### config.mk
export PLATFORM = sky130hd
export DESIGN_NAME = pspl_cmd_responder
export DESIGN_NICKNAME = d
export VERILOG_FILES = /design/src/rtl/pspl_cmd_responder.sv
export SDC_FILE = /design/constraint.sdc
export NUM_CORES = 1
export LEC_CHECK = 0
export CORE_MARGIN = 3
export CORE_UTILIZATION = 40
export DETAILED_ROUTE_END_ITERATION = 10
export PLACE_DENSITY = 0.79
export SYNTH_ARGS = -nofsm -noshare
export SYNTH_HDL_FRONTEND = slang
export SYNTH_SLANG_ARGS = --single-unit
### constraint.sdc
create_clock -name clock -period 3.51 [get_ports clock]
set_clock_uncertainty 0.15 [all_clocks]
set_input_delay 0.702 -clock clock [delete_from_list [all_inputs] [get_ports clock]]
set_output_delay 0.702 -clock clock [all_outputs]
set_load 0.1 [all_outputs]
### src/rtl/pspl_cmd_responder.sv
// PL-side responder for the PS-PL command handshake: decodes synchronized commands,
// echoes state on ctrl_out, and sequences core reset, scan load, calc and result readout.
module pspl_cmd_responder #(
    parameter int DATA_WIDTH = 32,
    parameter int SCAN_WORDS = 1,
    parameter int RES_WORDS  = 1,
    parameter int RST_CYCLES = 4
) (
    input  logic                             clock,
    input  logic                             reset_n,
    input  logic [7:0]                       ctrl_in,
    output logic [7:0]                       ctrl_out,
    input  logic [DATA_WIDTH-1:0]            data_in,
    output logic [DATA_WIDTH-1:0]            data_out,
    output logic [SCAN_WORDS*DATA_WIDTH-1:0] scan_data,
    output logic                             core_rst_n,
    output logic                             calc_start,
    input  logic                             calc_done,
    input  logic [RES_WORDS*DATA_WIDTH-1:0]  result
);

    localparam int SCAN_IDX_W = (SCAN_WORDS > 1) ? $clog2(SCAN_WORDS) : 1;
    localparam int RES_IDX_W  = (RES_WORDS > 1) ? $clog2(RES_WORDS) : 1;
    localparam int CNT_W      = (RST_CYCLES > 1) ? $clog2(RST_CYCLES) : 1;

    localparam logic [7:0] CMD_IDLE       = 8'd0;
    localparam logic [7:0] CMD_RESET      = 8'd1;
    localparam logic [7:0] CMD_CALC       = 8'd2;
    localparam logic [7:0] CMD_SCAN       = 8'd3;
    localparam logic [7:0] CMD_PRINT      = 8'd4;
    localparam logic [7:0] CMD_SCAN_SYNC  = 8'd9;
    localparam logic [7:0] CMD_PRINT_SYNC = 8'd10;

    typedef enum logic [3:0] {
        S_IDLE, S_RST, S_RST_SYNC, S_CALC, S_CALC_SYNC,
        S_SCAN, S_SCAN_SYNC, S_PRINT, S_PRINT_SYNC
    } state_e;

    state_e                          state_q, state_d;
    logic [7:0]                      ctrl_s1_q, ctrl_s2_q;
    logic [7:0]                      ctrl_out_q, ctrl_out_d;
    logic [DATA_WIDTH-1:0]           data_out_q, data_out_d;
    logic [SCAN_WORDS*DATA_WIDTH-1:0] scan_data_q, scan_data_d;
    logic [SCAN_IDX_W-1:0]           scan_idx_q, scan_idx_d;
    logic [RES_IDX_W-1:0]            print_idx_q, print_idx_d;
    logic [CNT_W-1:0]                rst_cnt_q, rst_cnt_d;
    logic                            core_rst_n_q, core_rst_n_d;
    logic                            calc_start_q, calc_start_d;
    logic                            entering;
    logic [7:0]                      cmd;

    assign cmd = ctrl_s2_q;

    function automatic logic [7:0] state_code(input state_e s);
        case (s)
            S_RST:        return 8'd1;
            S_RST_SYNC:   return 8'd7;
            S_CALC:       return 8'd2;
            S_CALC_SYNC:  return 8'd8;
            S_SCAN:       return 8'd3;
            S_SCAN_SYNC:  return 8'd9;
            S_PRINT:      return 8'd4;
            S_PRINT_SYNC: return 8'd10;
            default:      return 8'd6;
        endcase
    endfunction

    // NOTE: sequential state uses non-blocking assignments so every flop samples pre-edge values.
    always_ff @(posedge clock or negedge reset_n) begin
        if (!reset_n) begin
            ctrl_s1_q    <= '0;
            ctrl_s2_q    <= '0;
            state_q      <= S_IDLE;
            ctrl_out_q   <= 8'd6;
            data_out_q   <= '0;
            scan_data_q  <= '0;
            scan_idx_q   <= '0;
            print_idx_q  <= '0;
            rst_cnt_q    <= '0;
            core_rst_n_q <= 1'b1;
            calc_start_q <= 1'b0;
        end else begin
            ctrl_s1_q    <= ctrl_in;
            ctrl_s2_q    <= ctrl_s1_q;
            state_q      <= state_d;
            ctrl_out_q   <= ctrl_out_d;
            data_out_q   <= data_out_d;
            scan_data_q  <= scan_data_d;
            scan_idx_q   <= scan_idx_d;
            print_idx_q  <= print_idx_d;
            rst_cnt_q    <= rst_cnt_d;
            core_rst_n_q <= core_rst_n_d;
            calc_start_q <= calc_start_d;
        end
    end

    // NOTE: state_d defaults to state_q before the case so no path leaves it unassigned (no latch).
    always_comb begin
        state_d = state_q;
        case (state_q)
            S_IDLE: begin
                case (cmd)
                    CMD_RESET: state_d = S_RST;
                    CMD_CALC:  state_d = S_CALC;
                    CMD_SCAN:  state_d = S_SCAN;
                    CMD_PRINT: state_d = S_PRINT;
                    default:   state_d = S_IDLE;
                endcase
            end
            S_RST:  if (rst_cnt_q == CNT_W'(RST_CYCLES - 1)) state_d = S_RST_SYNC;
            // The first CALC cycle is the start pulse; done only counts after it.
            S_CALC: if (!calc_start_q && calc_done) state_d = S_CALC_SYNC;
            S_SCAN: begin
                if (cmd == CMD_SCAN_SYNC)  state_d = S_SCAN_SYNC;
                else if (cmd == CMD_IDLE)  state_d = S_IDLE;
            end
            S_PRINT: begin
                if (cmd == CMD_PRINT_SYNC) state_d = S_PRINT_SYNC;
                else if (cmd == CMD_IDLE)  state_d = S_IDLE;
            end
            S_RST_SYNC, S_CALC_SYNC, S_SCAN_SYNC, S_PRINT_SYNC:
                if (cmd == CMD_IDLE) state_d = S_IDLE;
            default: state_d = S_IDLE;
        endcase
    end

    always_comb begin
        entering     = (state_d != state_q);
        ctrl_out_d   = state_code(state_d);
        core_rst_n_d = (state_d != S_RST);
        calc_start_d = (state_d == S_CALC) && entering;
        data_out_d   = data_out_q;
        scan_data_d  = scan_data_q;
        scan_idx_d   = scan_idx_q;
        print_idx_d  = print_idx_q;
        rst_cnt_d    = '0;

        if (state_d == S_RST) begin
            if (entering) begin
                scan_data_d = '0;
                scan_idx_d  = '0;
                print_idx_d = '0;
            end else begin
                rst_cnt_d = rst_cnt_q + 1'b1;
            end
        end

        if (state_q == S_SCAN && state_d == S_SCAN_SYNC) begin
            scan_data_d[scan_idx_q*DATA_WIDTH +: DATA_WIDTH] = data_in;
            scan_idx_d = (scan_idx_q == SCAN_IDX_W'(SCAN_WORDS - 1)) ? '0 : scan_idx_q + 1'b1;
        end

        if (state_d == S_PRINT && entering)
            data_out_d = result[print_idx_q*DATA_WIDTH +: DATA_WIDTH];

        if (state_q == S_PRINT && state_d == S_PRINT_SYNC)
            print_idx_d = (print_idx_q == RES_IDX_W'(RES_WORDS - 1)) ? '0 : print_idx_q + 1'b1;
    end

    assign ctrl_out   = ctrl_out_q;
    assign data_out   = data_out_q;
    assign scan_data  = scan_data_q;
    assign core_rst_n = core_rst_n_q;
    assign calc_start = calc_start_q;

endmodule

==> out/metrics.yaml <==
floorplan:
  start_util_pct: 41.7
  dieArea_um2: 11000
  io_pins: 149
  fp.coreArea_um2: 9370
  die_h_um: 105
  die_w_um: 105
  rows: 35
yosys:
  ys_seq_area_share_pct: 59.0
  synth_fa_ha_area_share_pct: 1.92
  synth.distinct_cells: 54
  synth_compound_area_share_pct: 6.63
  ys_top_cells_by_area: "dfrtp_1 57%, mux2i_1 8.2%, mux2_2 7.8%"
  synth.largest_area_cell: "dfrtp_1"
  synth_top_family_by_area: "multiplexers"
  yosysMostFrequentCell: "dfrtp_1"
  synthesis.instances: 298
  yosys_warnings: 0
  synth_seq_cells: 92
  ys.flop_type: "dfrtp_1"
  synth_top_area_share_pct: 57.0
  synth_simple_gate_area_share_pct: 10.2
  synth-edff-count: 0
  synth.top_cells.by_count: "89 x dfrtp_1, 37 x nor2_1, 32 x mux2i_1, 27 x mux2_2, 8 x inv_1"
  synthArstFlopShare_pct: 100
  syn_area_um2: 3910
  synth-xor-area-share_pct: 0.448
  yosys-mux-area-fraction_pct: 17.4
  syn_avg_cell_area_um2: 13.1
power_and_ir_drop:
  comb_power_share_pct: 52.0
  seqPwrFrac_pct: 30.5
  p_sw_uw: 2300
  vdd_drop_max_v: 0.000620
  p_sw_share_pct: 49.7
  share_clk_of_total_power_pct: 17.4
  power_density_nw_per_um2: 824
  finalPower_uw: 4620
  p_leak_uw: 0.00281
  internal-power_uw: 2320
worst_setup_path:
  cp.arrival_ns: 3.48
  timing.rr.start: "cmd[5]$_DFF_PN0_"
  crit_start: "cmd[5]$_DFF_PN0_"
  start_kind: "flop"
  critPathMaxFanout: 20
  worstSetupPathType: "flop to flop"
  cp-end-kind: "flop"
  r2r_cells: 11
  required_ns: 3.60
worst_hold_path:
  hp-class: "flop to flop"
  min-delay-start: "ctrl_s1_q[6]$_DFF_PN0_"
  hold_depth: 0
global_routing:
  antenna_found_initial: 0
  grt.total_usage_pct: 16.4
  grt_pass1_vias: 3008
  grt_pass1_wl_um: 14700
  grt_max_degree: 93
  gr-total-overflow: 0
timing:
  setup_violations: 0
  period_minus_slack_ns: 3.39
  relSlewSlack_pct: 24.5
  hold_violations: 0
  worst_slew_pin_slew_ns: 1.13
  slew_viol_final: 0
  min_period_over_period_pct: 96.6
  max_freq_mhz: 295
clock_network:
  clock-root-buffer: "clkbuf_8"
  cts_tree: "done"
  insertion_delay_ns: 0.34
  path_clk_slew_ns: 0.09
  numCtsBuffers: 9
  clk_path_buf_depth: 2
  cts.htree.levels: 3
  cts_sinks: 92
routing:
  firstDrtPassIters: 4
  vias: 2857
  routedWlPerCell_um: 15.9
  drc: 0
  drt_iter0_markers: 91
  wl_um: 9240
  ant_nets: 0
  vias_per_cell: 4.93
placement:
  gp_congestion: 0.891
  port-buffer-count: 144
  hpwl_um: 6570
cells_and_area:
  fin_util_pct: 59.8
  num-fill-cells: 797
  num_antenna_cells: 0
  drive_gt1_share_pct: 31.3
  syn_to_final_growth_pct: 43.5
  final_nets: 527
status:
  run_status: "completed"
job:
  drv_cap: 0
-- sequential cells by signal (all words and copies together) (netlist names) --
name / cells
cmd: 8
scan_data: 32
data_out: 32
rst_cnt_q: 2
core_rst_n: 1
calc_start: 1
ctrl_out: 4
ctrl_s1_q: 8
state_q: 4
-- layout make-up --
class | count | area, µm² | share of cell area (%)
Clock inverter | 5 | 81.3 | 1.45
Inverter | 9 | 33.8 | 0.603
Tap cell | 129 | 161 | 2.88
Sequential cell | 92 | 2310 | 41.1
Multi-Input combinational cell | 181 | 1500 | 26.7
Timing Repair Buffer | 153 | 1370 | 24.5
Clock buffer | 11 | 151 | 2.70
-- per-layer routing --
| layer | global-route usage, % | share of wire [%] | vias up |
|---|---|---|---|
| met5 | 0 | 0 | - |
| met4 | 4.59 | 1.4 | 0 |
| met3 | 5.62 | 6.9 | 14 |
| met2 | 28.1 | 50 | 92 |
| met1 | 19.6 | 41 | 1416 |
| li1 | - | - | 1335 |
-- worst max-delay path, stage by stage (launching register included) --
cell       delay [ns]
dfrtp_1          0.42
or4_4            0.55
or4_1            0.51
o21ai_2          0.17
o211a_1          0.22
inv_1            0.10
buf_4            0.15
ha_1             0.20
o2111ai_4        0.24
buf_12           0.26
mux2i_1          0.24
nor2_1           0.07
-- layout by cell type (no fill, tap or decap), types with 3 or more instances in the layout --
master,Yosys,layout
a21oi_4,1,3
and3b_1,4,4
buf_4,7,77
clkbuf_8,0,11
clkdlybuf4s50_1,0,73
conb_1,1,4
dfrtp_1,89,89
dfstp_2,3,3
ha_1,6,6
inv_1,8,8
mux2_1,5,5
mux2_2,27,27
mux2i_1,32,32
nand2_1,4,4
nand2b_1,4,4
nor2_1,37,37
nor3_1,5,5
o211ai_1,3,3
o21a_1,3,3
o21ai_0,3,3
-- power groups by stage --
stage	clock (µW)	sequential, µW	combinational [µW]
2_1_floorplan	0	2680	505
3_3_place_gp	0	1420	2310
3_5_place_dp	0	1430	2330
4_1_cts	834	1410	2330
5_1_grt	878	1440	2500
6_report	805	1410	2410
-- repair_timing --
action                     4_1_cts  5_1_grt
resized for setup                0        4
setup buffers                    0        0
hold buffers                     0        0
setup endpoints to repair        0       64
-- logic make-up after synthesis --
logic type,after synthesis
buf+inv,29
other cells,1
fa+ha+maj,6
xor+xnor,2
flops,92
simple gates,73
compound gates,31
mux,64
-- worst paths after layout --
check	endpoint	slack, ns
max in group asynchronous	scan_data[16]$_DFFE_PN0P_	2.06
min	cmd[6]$_DFF_PN0_	0.19
max reg2reg	scan_data[31]$_DFFE_PN0P_	0.12
min in group asynchronous	data_out[18]$_DFFE_PN0P_	0.42
min reg2reg	cmd[6]$_DFF_PN0_	0.19
max	scan_data[31]$_DFFE_PN0P_	0.12
-- metrics by stage --
step           instance area [µm²]  worst slack, ns  hold slack, ns  instances  setup TNS [ns]
2_1_floorplan                 3920            0.247           0.181        301               0
6_report                      5610            0.120           0.195        580               0
4_1_cts                       5550           0.0432           0.196        578               0
5_1_grt                       5610          -0.0192           0.198        580         -0.0253
3_3_place_gp                  5320           0.0511           0.184        562               0
3_5_place_dp                  5320           -0.126           0.185        562           -3.44
No activity file was read; power rests on OpenSTA's default activity.
